**src/rtl/alu_pkg.sv**
```systemverilog
// Shared opcodes, FSM states and helpers
// for the sequential ALU with multiply/divide.
package alu_pkg;

  localparam logic [3:0] ALU_ADD   = 4'b0000;
  localparam logic [3:0] ALU_SLL   = 4'b0001;
  localparam logic [3:0] ALU_SUB   = 4'b0010;
  localparam logic [3:0] ALU_MUL   = 4'b0011;
  localparam logic [3:0] ALU_XOR   = 4'b0100;
  localparam logic [3:0] ALU_SRL   = 4'b0101;
  localparam logic [3:0] ALU_OR    = 4'b0110;
  localparam logic [3:0] ALU_AND   = 4'b0111;
  localparam logic [3:0] ALU_SRA   = 4'b1000;
  localparam logic [3:0] ALU_SLT   = 4'b1001;
  localparam logic [3:0] ALU_SLTU  = 4'b1010;
  localparam logic [3:0] ALU_MULHU = 4'b1011;
  localparam logic [3:0] ALU_DIVU  = 4'b1100;
  localparam logic [3:0] ALU_REMU  = 4'b1101;

  typedef enum logic [1:0] {
    ST_IDLE,
    ST_CALC,
    ST_FIN
  } state_t;

  function automatic logic is_iterative(
    input logic [3:0] op
  );
    return op inside {ALU_MUL, ALU_MULHU,
                      ALU_DIVU, ALU_REMU};
  endfunction

endpackage

```
**src/rtl/alu_iter_unit.sv**
```systemverilog
// Iterative shift-add multiplier and
// restoring divider, one step per cycle.
module alu_iter_unit
  import alu_pkg::*;
#(
  parameter int WIDTH = 32
) (
  input  logic             clk,
  input  logic             reset,
  input  logic             load,
  input  logic             mul,
  input  logic             step,
  input  logic [WIDTH-1:0] a,
  input  logic [WIDTH-1:0] b,
  output logic             last,
  output logic [WIDTH-1:0] prod_hi,
  output logic [WIDTH-1:0] prod_lo,
  output logic [WIDTH-1:0] quot,
  output logic [WIDTH-1:0] rem
);

  localparam int CW = $clog2(WIDTH);

  logic [2*WIDTH-1:0] acc, acc_n;
  logic [WIDTH-1:0]   mcand, dvsr;
  logic [WIDTH-1:0]   q, r, q_n, r_n;
  logic [WIDTH:0]     psum, trial;
  logic [CW-1:0]      cnt;
  logic               mul_q;

  always_comb begin
    psum  = {1'b0, acc[2*WIDTH-1:WIDTH]}
          + (acc[0] ? {1'b0, mcand} : '0);
    acc_n = {psum, acc[WIDTH-1:1]};
    trial = {r, q[WIDTH-1]} - {1'b0, dvsr};
    // Negative trial: restore by keeping the shift.
    if (trial[WIDTH]) begin
      r_n = {r[WIDTH-2:0], q[WIDTH-1]};
      q_n = {q[WIDTH-2:0], 1'b0};
    end else begin
      r_n = trial[WIDTH-1:0];
      q_n = {q[WIDTH-2:0], 1'b1};
    end
  end

  // Outputs show the value after the step in flight.
  assign prod_hi = acc_n[2*WIDTH-1:WIDTH];
  assign prod_lo = acc_n[WIDTH-1:0];
  assign quot    = q_n;
  assign rem     = r_n;
  assign last    = (cnt == CW'(WIDTH-1));

  always_ff @(posedge clk) begin
    if (reset) begin
      acc   <= '0;
      mcand <= '0;
      dvsr  <= '0;
      q     <= '0;
      r     <= '0;
      cnt   <= '0;
      mul_q <= 1'b0;
    end else if (load) begin
      acc   <= {{WIDTH{1'b0}}, b};
      mcand <= a;
      dvsr  <= b;
      q     <= a;
      r     <= '0;
      cnt   <= '0;
      mul_q <= mul;
    end else if (step) begin
      cnt <= cnt + 1'b1;
      if (mul_q) begin
        acc <= acc_n;
      end else begin
        q <= q_n;
        r <= r_n;
      end
    end
  end

endmodule

```
**src/rtl/alu_seq_mdu.sv**
```systemverilog
// Execute-stage ALU: registered simple ops,
// iterative mul/div behind Start/Ready/Done.
module alu_seq_mdu
  import alu_pkg::*;
#(
  parameter int WIDTH  = 32,
  parameter bit MDU_EN = 1'b1
) (
  input  logic             clk,
  input  logic             reset,
  input  logic             Start,
  input  logic [3:0]       ALUControl,
  input  logic [WIDTH-1:0] SrcA,
  input  logic [WIDTH-1:0] SrcB,
  output logic             Ready,
  output logic             Done,
  output logic [WIDTH-1:0] ALUResult,
  output logic             Zero,
  output logic             signflag,
  output logic             Carry,
  output logic             Overflow
);

  localparam int SW = $clog2(WIDTH);
  localparam int M  = WIDTH - 1;

  state_t state, state_n;

  logic             accept, iter_go, last;
  logic [3:0]       op_q;
  logic [WIDTH-1:0] prod_hi, prod_lo;
  logic [WIDTH-1:0] quot, rem;
  logic [WIDTH-1:0] simple_res, iter_res;
  logic             simple_c, simple_v;
  logic [WIDTH:0]   add_w, sub_w;
  logic [SW-1:0]    shamt;

  assign accept  = Start && Ready;
  assign iter_go = accept && MDU_EN
                && is_iterative(ALUControl);

  always_comb begin
    state_n = state;
    Ready   = 1'b1;
    Done    = 1'b0;
    unique case (state)
      ST_IDLE: begin
        if (accept)
          state_n = iter_go ? ST_CALC : ST_FIN;
      end
      ST_CALC: begin
        Ready = 1'b0;
        if (last) state_n = ST_FIN;
      end
      ST_FIN: begin
        Done = 1'b1;
        if (!accept)
          state_n = ST_IDLE;
        else
          state_n = iter_go ? ST_CALC : ST_FIN;
      end
      default: state_n = ST_IDLE;
    endcase
  end

  assign shamt = SrcB[SW-1:0];
  assign add_w = {1'b0, SrcA} + {1'b0, SrcB};
  // Carry out of A + ~B + 1 means no borrow.
  assign sub_w = {1'b0, SrcA} + {1'b0, ~SrcB}
               + {{WIDTH{1'b0}}, 1'b1};

  always_comb begin
    simple_res = '0;
    simple_c   = 1'b0;
    simple_v   = 1'b0;
    case (ALUControl)
      ALU_ADD: begin
        simple_res = add_w[M:0];
        simple_c   = add_w[WIDTH];
        simple_v   = (SrcA[M] == SrcB[M])
                  && (add_w[M] != SrcA[M]);
      end
      ALU_SUB: begin
        simple_res = sub_w[M:0];
        simple_c   = sub_w[WIDTH];
        simple_v   = (SrcA[M] != SrcB[M])
                  && (sub_w[M] != SrcA[M]);
      end
      ALU_SLL: simple_res = SrcA << shamt;
      ALU_SRL: simple_res = SrcA >> shamt;
      ALU_SRA:
        simple_res = $signed(SrcA) >>> shamt;
      ALU_SLT:
        simple_res[0] = $signed(SrcA)
                      < $signed(SrcB);
      ALU_SLTU: simple_res[0] = SrcA < SrcB;
      ALU_XOR:  simple_res = SrcA ^ SrcB;
      ALU_OR:   simple_res = SrcA | SrcB;
      ALU_AND:  simple_res = SrcA & SrcB;
      default:  simple_res = '0;
    endcase
  end

  always_comb begin
    case (op_q)
      ALU_MUL:   iter_res = prod_lo;
      ALU_MULHU: iter_res = prod_hi;
      ALU_DIVU:  iter_res = quot;
      default:   iter_res = rem;
    endcase
  end

  if (MDU_EN) begin : g_mdu
    alu_iter_unit #(.WIDTH(WIDTH)) u_iter (
      .clk     (clk),
      .reset   (reset),
      .load    (iter_go),
      .mul     (ALUControl == ALU_MUL ||
                ALUControl == ALU_MULHU),
      .step    (state == ST_CALC),
      .a       (SrcA),
      .b       (SrcB),
      .last    (last),
      .prod_hi (prod_hi),
      .prod_lo (prod_lo),
      .quot    (quot),
      .rem     (rem)
    );
  end else begin : g_no_mdu
    assign last    = 1'b0;
    assign prod_hi = '0;
    assign prod_lo = '0;
    assign quot    = '0;
    assign rem     = '0;
  end

  assign Zero     = (ALUResult == '0);
  assign signflag = ALUResult[M];

  always_ff @(posedge clk) begin
    if (reset) begin
      state     <= ST_IDLE;
      op_q      <= ALU_ADD;
      ALUResult <= '0;
      Carry     <= 1'b0;
      Overflow  <= 1'b0;
    end else begin
      state <= state_n;
      if (iter_go) op_q <= ALUControl;
      if (accept && !iter_go) begin
        ALUResult <= simple_res;
        Carry     <= simple_c;
        Overflow  <= simple_v;
      end else if (state == ST_CALC && last) begin
        ALUResult <= iter_res;
        Carry     <= 1'b0;
        Overflow  <= 1'b0;
      end
    end
  end

endmodule
```
**config.mk**
```make
export PLATFORM = sky130hd
export DESIGN_NAME = alu_seq_mdu
export DESIGN_NICKNAME = d
export VERILOG_FILES = /design/src/rtl/alu_pkg.sv /design/src/rtl/alu_iter_unit.sv /design/src/rtl/alu_seq_mdu.sv
export SDC_FILE = /design/constraint.sdc
export NUM_CORES = 1
export LEC_CHECK = 0
export ABC_AREA = 1
export BUFFER_PORTS_ARGS = -buffer_cell sky130_fd_sc_hd__buf_2
export CAP_MARGIN = 20
export CELL_PAD_IN_SITES_DETAIL_PLACEMENT = 0
export CELL_PAD_IN_SITES_GLOBAL_PLACEMENT = 2
export CORE_ASPECT_RATIO = 1.75
export CORE_MARGIN = 2
export CORE_UTILIZATION = 36
export CTS_BUF_LIST = sky130_fd_sc_hd__clkbuf_16
export DETAILED_ROUTE_END_ITERATION = 7
export MAX_ROUTING_LAYER = met4
export PLACE_DENSITY_LB_ADDON = 0.15
export SYNTH_ARGS = -nofsm -noshare
export SYNTH_HDL_FRONTEND = slang
export SYNTH_SLANG_ARGS = --single-unit
```
**constraint.sdc**
```tcl
create_clock -name clk -period 5.35 [get_ports clk]
set_clock_uncertainty 0.2 [all_clocks]
set_input_delay 0.8025 -clock clk [delete_from_list [all_inputs] [get_ports clk]]
set_output_delay 0.8025 -clock clk [all_outputs]
set_load 0.01 [all_outputs]
```
==> flow_summary.ini, run 1 <==
[cts]
cts.repair_timing.setup_buffer_count = 0
clock_tree_from_tritoncts = done
clock_insertion_delay_worst_skew_ps = 560
cts_hold_repair.buffers = 0
clk_pin_slew_worst_paths_ps = 70
htreeDepth = 1
clock_tree.buffer_depth = 3
post_cts.resized_instances = 0
numCtsBuffers = 23
clock_sink_count = 238
cts_root_buffer = sky130_fd_sc_hd__clkbuf_16

[power]
internal_power_mw = 3.54
leakage_nw = 14.8
comb_power_share_pct = 43.2
proportion_of_power_drawn_by_flip_flops_and_latches_pct = 29.8
pwr-share-clk_pct = 27.0
switching_power_mw = 2.98
power_density_mw_per_mm2 = 235
ir_worst_vdd_mv = 0.185
p_sw_share_pct = 45.7

[routing]
drt_iter0_drc = 2143
firstDrtPassIters = 6
detail-route-antenna-nets = 0
drt_wl_total_um = 144000
drc_errors = 0
avgRoutedWirePerCell_um = 25.8
vias = 30600
drt-vias-per-instance = 5.48

[timing]
rsz_0062_raised_after_global_routing = no
tightestPinTransition_ps = 1130
post-route-min-period_ps = 3830
hold-worst-slack_ps = 255
relSlewSlack_pct = 24.9
min_period_over_period_pct = 71.6
final-setup-viol-count = 0
timing_hold_violations_final = 0
fmax_mhz = 261
drv_slew = 0
tns_ps = 0

[synth]
netlist_area_mm2 = 0.0257
synth_enable_flop_cells = 0
synthesized_nets = 4908
post_synth_inst_count = 4664
seq_area_frac_synth_pct = 18.6
dominantRegCellSynth = sky130_fd_sc_hd__dfxtp_1
netlist_top_cells_area = sky130_fd_sc_hd__nand2_1 22%, sky130_fd_sc_hd__dfxtp_1 19%, sky130_fd_sc_hd__nand3_1 12%
average_cell_area_after_synthesis_um2 = 5.50
synth-seq-cells = 238
synthAdderAreaFrac_pct = 8.55
synth.distinct_cells = 50
synth-compound-area-share_pct = 14.3
async_reset_ff_share_pct = 0
yosys_warnings = 0
muxShareOfSynthArea_pct = 0
largest_family_of_logic_cells_by_synthesized_area = simple AND/OR/NAND/NOR gates
post-synth-top-area-cell = sky130_fd_sc_hd__nand2_1
yosys.area_share.simple_pct = 42.9
area_share_of_the_largest_cell_type_after_synthesis_pct = 22.0
synth_area_in_xor_xnor_pct = 1.16

[critical_path]
r2r_setup_slack_ps = 1520
timing.critical_path.arrival_ps = 4060
cp_top_family = simple AND/OR/NAND/NOR gates
reg2reg_depth = 18
library_cell_appearing_most_often_on_the_critical_path = sky130_fd_sc_hd__nand2_1
cpMaxStageDelayCell = sky130_fd_sc_hd__fa_1
rr_startpoint = g_mdu.u_iter.q[31]
worst_r2r_endpoint = ALUResult[2]
worst_setup_path_end_kind = register
worst_path_largest_cell_delay_ps = 420
timing.critical_path.from_type = register
path_class = register to register
cp_num_buf_inv = 3
worstPathCellList = buf_4 > inv_1 > ha_1 > fa_1 > inv_1 > nand2_1 > nand2_1 > nand3_1 > nand2_1 > nand2_1 > nand2_2 > nand2_2 > nand2_2 > nand2_1 > nand2_4 > o21ai_1 > o21ai_1 > a21oi_1
worst-endpoint-required_ps = 5580
critPathLaunch = g_mdu.u_iter.q[31]
critPathMaxFanout = 41

[global_route]
maximum_number_of_pins_on_one_net_before_global_route_repair = 71
number_of_global_route_vias_before_repair = 30900
global_route.overflow_total = 0
gr-usage-all-layers_pct = 40.0
grt_pass1_wl_um = 205000
antenna_found_initial = 9

[floorplan]
fp.dieW_um = 206
floorplan.io_pins = 109
dieHeight_um = 357
floorplan.rows = 129
floorplan.die_area_mm2 = 0.0735
design.core.area_mm2 = 0.0707
start_util_pct = 36.3

[cells_and_area]
fill_cells = 8458
layout-drive-gt1-share_pct = 5.36
ff_latch_area_mm2 = 0.00476
multi_input_comb_area_mm2 = 0.0172
areaGrowthSynthToFinish_pct = 8.01
nNetsFinal = 4891

[hold_path]
worst_hold_startpoint = g_mdu.u_iter.mcand[31]
whs_endpoint = g_mdu.u_iter.mcand[31]
hold-path-cell-count = 2
tightest_hold_check_type = register to register

[place]
dp.final_hpwl_um = 120000
buffer_ports.inserted = 108
final_weighted_congestion_of_routability_driven_global_placement = 1.10

[run_status]
run_status = completed

[run]
maxCapViolCount = 0
[layout by cell type, fill, tap and decap left out, types with 22 or more instances in the layout]
| cell type | netlist | layout |
|---|---|---|
| sky130_fd_sc_hd__nand2_1 | 1506 | 1505 |
| sky130_fd_sc_hd__inv_1 | 723 | 725 |
| sky130_fd_sc_hd__nand3_1 | 609 | 609 |
| sky130_fd_sc_hd__nor2_1 | 381 | 377 |
| sky130_fd_sc_hd__a21oi_1 | 280 | 280 |
| sky130_fd_sc_hd__dfxtp_1 | 238 | 238 |
| sky130_fd_sc_hd__ha_1 | 169 | 169 |
| sky130_fd_sc_hd__o21ai_0 | 141 | 141 |
| sky130_fd_sc_hd__buf_2 | 77 | 107 |
| sky130_fd_sc_hd__o211ai_1 | 55 | 55 |
| sky130_fd_sc_hd__buf_4 | 8 | 54 |
| sky130_fd_sc_hd__o22ai_1 | 36 | 36 |
| sky130_fd_sc_hd__nand4_1 | 34 | 34 |
| sky130_fd_sc_hd__o21bai_1 | 28 | 28 |
| sky130_fd_sc_hd__xor2_1 | 27 | 27 |
| sky130_fd_sc_hd__a221oi_1 | 27 | 27 |
| sky130_fd_sc_hd__nor3_1 | 26 | 26 |
| sky130_fd_sc_hd__clkbuf_16 | 0 | 23 |
| sky130_fd_sc_hd__a31oi_1 | 22 | 22 |
[worst reg2reg max path: cells and delay by family (launching register included)]
family          cells  cell delay, ps
simple gates       10            1480
compound gates      3             810
fa+ha+maj           2             650
flops               1             310
buf+inv             3             270
[per-layer routing]
layer	track usage [%]	wire (um)	vias to the layer above
met4	39.0	17300	0
met3	5.12	5930	505
met1	35.4	47300	14200
li1	-	-	14800
met5	-	0	-
met2	71.7	73500	1034
[logic make-up (layout without fill, tap and decap cells)]
kind of cell	after synthesis	in the layout
and+or+nand+nor	2634	2634
buffers and inverters	948	948
AOI/OAI and AO/OA	637	637
DFF	238	238
adders and majority gates	173	173
xor gates and xnor gates	34	34
other	0	8
[cell type report]
class	instances	share of cell area (%)
multi-input combinational	3478	62.1
sequential	238	17.2
inverter	741	10.0
tap	917	4.14
timing repair buffer	165	3.68
clock buffer	23	2.08
clock inverter	19	0.709
antenna	8	0.0722
[synthesized netlist by cell type, types with 10 or more instances]
master	instances
sky130_fd_sc_hd__nand2_1	1506
sky130_fd_sc_hd__inv_1	723
sky130_fd_sc_hd__nand3_1	609
sky130_fd_sc_hd__nor2_1	381
sky130_fd_sc_hd__a21oi_1	280
sky130_fd_sc_hd__dfxtp_1	238
sky130_fd_sc_hd__ha_1	169
sky130_fd_sc_hd__o21ai_0	141
sky130_fd_sc_hd__clkbuf_1	90
sky130_fd_sc_hd__buf_2	77
sky130_fd_sc_hd__o211ai_1	55
sky130_fd_sc_hd__o22ai_1	36
sky130_fd_sc_hd__nand4_1	34
sky130_fd_sc_hd__o21bai_1	28
sky130_fd_sc_hd__a221oi_1	27
sky130_fd_sc_hd__xor2_1	27
sky130_fd_sc_hd__buf_1	26
sky130_fd_sc_hd__nor3_1	26
sky130_fd_sc_hd__a31oi_1	22
sky130_fd_sc_hd__o21ai_1	21
sky130_fd_sc_hd__and2_1	16
sky130_fd_sc_hd__inv_2	13
sky130_fd_sc_hd__and3_1	12
sky130_fd_sc_hd__nor4_1	11
sky130_fd_sc_hd__nand3b_1	10
sky130_fd_sc_hd__nor2_2	10
[worst max-delay path by stage]
| stage | end | slack [ps] | cells after the start |
|---|---|---|---|
| floorplan | ALUResult[31] | 1930 | 22 |
| global route | ALUResult[2] | 1290 | 18 |
| finish | ALUResult[2] | 1520 | 18 |
| global placement | ALUResult[19] | 1230 | 17 |
| detailed placement | ALUResult[19] | 1240 | 17 |
| CTS | ALUResult[2] | 1460 | 18 |
[stage by stage]
stage / cell area, um^2 / worst slack [ps] / total power, mW / util [%] / std cells
2_1_floorplan: 25700 / 1930 / 3.64 / - / 4664
3_3_place_gp: 26900 / 1230 / 4.72 / 38.1 / 5539
3_5_place_dp: 26900 / 1240 / 4.71 / 38.1 / 5539
4_1_cts: 27700 / 1460 / 6.49 / 39.2 / 5581
5_1_grt: 27700 / 1290 / 6.85 / 39.2 / 5589
6_report: 27700 / 1520 / 6.52 / 39.2 / 5589
[sequential cells by signal, summed over array words and instances, names as in the netlist]
signal              cells
ALUResult              32
Carry                   1
Overflow                1
g_mdu.u_iter.acc       64
g_mdu.u_iter.cnt        5
g_mdu.u_iter.dvsr      32
g_mdu.u_iter.mcand     32
g_mdu.u_iter.mul_q      1
g_mdu.u_iter.q         32
g_mdu.u_iter.r         32
op_q                    4
state                   2
[power by group through the flow]
stage                     registers [mW]  clock network, mW  logic (mW)
after floorplan                     1.94                  0        1.70
after global placement              1.98                  0        2.74
after detailed placement            1.98                  0        2.74
after CTS                           1.94               1.81        2.75
after global routing                1.94               1.86        3.05
final                               1.94               1.76        2.82
Note: power is estimated with default switching activity, not from simulation.
==> run 2, diff against run 1 <==
--- a/config.mk
+++ b/config.mk
@@ -12,7 +12,7 @@
 export CELL_PAD_IN_SITES_GLOBAL_PLACEMENT = 2
 export CORE_ASPECT_RATIO = 1.75
 export CORE_MARGIN = 2
-export CORE_UTILIZATION = 36
+export CORE_UTILIZATION = 33
 export CTS_BUF_LIST = sky130_fd_sc_hd__clkbuf_16
 export DETAILED_ROUTE_END_ITERATION = 7
 export MAX_ROUTING_LAYER = met4
==> constraint.sdc (replaced) <==
create_clock -name clk -period 3.85 [get_ports clk]
set_clock_uncertainty 0.2 [all_clocks]
set_input_delay 0.5775 -clock clk [delete_from_list [all_inputs] [get_ports clk]]
set_output_delay 0.5775 -clock clk [all_outputs]
set_load 0.01 [all_outputs]
==> run 2 against run 1 <==
  * Worst setup slack got worse by 1300 ps
  * Sequential power increased by 40%
  * Global-route usage down 2.0 points
  * Combinational power up 41%
  * First-iteration DRC count decreased by 4.0%
  * Register-to-register slack worse by 1100 ps
  * Critical endpoint is now ALUResult[26]
==> flow_summary.ini, run 2 (same netlist as run 1, synthesis figures left out) <==
[critical_path]
critPathMaxFanout = 6
path_class = primary input to register
worst-endpoint-required_ps = 4120
timing.critical_path.from_type = primary input
worst_path_largest_cell_delay_ps = 480
timing.critical_path.arrival_ps = 3860
worstPathCellList = buf_2 > inv_1 > ha_1 > buf_4 > nor2_1 > nand2_1 > nor3_1 > inv_1 > nor2_1 > nand2_2 > nand3_1 > nand2_1 > nand3_1 > nand3_1 > nand2_1 > nand3_1 > nand2_1 > inv_1
cpMaxStageDelayCell = sky130_fd_sc_hd__nor2_1
worst_setup_path_end_kind = register

[cells_and_area]
nNetsFinal = 4986
layout-drive-gt1-share_pct = 7.29
largest_reg_flops = 64
areaGrowthSynthToFinish_pct = 11.9
fill_cells = 9236
final_core_utilization_pct = 37.2
most_common_library_cell_in_the_layout_ignoring_fill_and_taps = sky130_fd_sc_hd__nand2_1
stdcell_count = 5795
ff_latch_area_mm2 = 0.00476
fin_area_mm2 = 0.0287
most-common-layout-cells = 1504 x sky130_fd_sc_hd__nand2_1, 724 x sky130_fd_sc_hd__inv_1, 609 x sky130_fd_sc_hd__nand3_1
multi_input_comb_area_mm2 = 0.0172
registers.top_by_ff_count = g_mdu.u_iter.acc

[routing]
firstDrtPassIters = 6
drt_iter0_drc = 2058
avgRoutedWirePerCell_um = 26.3
detail-route-antenna-nets = 0
drc_errors = 0
drt-vias-per-instance = 5.37
vias = 31100
drt_wl_total_um = 153000

[floorplan]
dieHeight_um = 373
floorplan.rows = 135
floorplan.die_area_mm2 = 0.0801
start_util_pct = 33.2
floorplan.io_pins = 109
fp.dieW_um = 215
design.core.area_mm2 = 0.0772

[hold_path]
tightest_hold_check_type = primary input to register

[power]
leakage_nw = 15.3
ir_worst_vdd_mv = 0.325
design_power_total_mw = 9.28
power_density_mw_per_mm2 = 323

[global_route]
global_route.overflow_total = 0
maximum_number_of_pins_on_one_net_before_global_route_repair = 101
antenna_found_initial = 9
grt.met3_usage_pct = 2.82
number_of_global_route_vias_before_repair = 31600
gr-usage-all-layers_pct = 38.0
use_met1_pct = 34.9
met2_usage_pct = 71.0
grt.busiest_layer = met2
grt_pass1_wl_um = 214000

[run]
maxCapViolCount = 0

[timing]
final-setup-viol-count = 0
final_critical_path_setup_slack_ps = 263
post-route-min-period_ps = 3590
tightestPinTransition_ps = 938
rsz_0062_raised_after_global_routing = no
min_period_over_period_pct = 93.2
tns_ps = 0
timing_hold_violations_final = 0
hold-worst-slack_ps = 110
drv_slew = 0
fmax_mhz = 279
relSlewSlack_pct = 37.1

[cts]
clk_pin_slew_worst_paths_ps = 70
clock_sink_count = 238
cts_root_buffer = sky130_fd_sc_hd__clkbuf_16
cts_hold_repair.buffers = 0
clock_tree_from_tritoncts = done
numCtsBuffers = 25
clock_insertion_delay_worst_skew_ps = 580
clock_tree.buffer_depth = 3
htreeDepth = 1

[place]
buffer_ports.inserted = 108
place_worst_setup_slack_ps = -295
final_weighted_congestion_of_routability_driven_global_placement = 1.03
dp.final_hpwl_um = 129000
placed_cells_incl_taps = 5742
postPlaceCellArea_mm2 = 0.0279

[run_status]
run_status = completed
run 2: path summary, 6_finish.rpt:
check | from | end | slack (ps) | depth (start not counted)
worst min register to register | g_mdu.u_iter.mcand[31] | g_mdu.u_iter.mcand[31] | 260 | 2
worst max-delay path | SrcA[25] | ALUResult[26] | 260 | 18
worst max register to register | g_mdu.u_iter.q[31] | ALUResult[17] | 380 | 19
worst min-delay path | ALUControl[0] | op_q[0] | 110 | 3
run 2: layout make-up:
class / count / share of cell area [%]
multi-input combinational: 3478 / 59.9
sequential: 238 / 16.6
inverter: 741 / 9.68
timing repair buffer: 258 / 6.42
tap: 1027 / 4.47
clock buffer: 25 / 2.18
clock inverter: 20 / 0.671
antenna: 8 / 0.0697
run 2: worst max-delay path, delay by kind of cell:
family	cells	cell delay, ps
AND/OR/NAND/NOR	12	2180
buffers and inverters	5	660
adder cells (fa/ha/maj)	1	420
run 2: where the power goes:
| group | leakage [nW] | switching, mW | internal (mW) |
|---|---|---|---|
| clock | 0.414 | 1.19 | 1.40 |
| sequential | 1.93 | 0.144 | 2.57 |
| combinational | 13.0 | 2.89 | 1.09 |
run 2: timing repair:
action                                  CTS  global route
gates resized for setup                   0             1
buffers inserted                          0             0
endpoints found under the setup margin    0             1
run 2: layer usage:
metal  part of all wire, %  up-vias
met5                     0        -
met4                    10        0
met3                   3.0      431
met2                    53      979
met1                    34    14700
li1                      -    15000
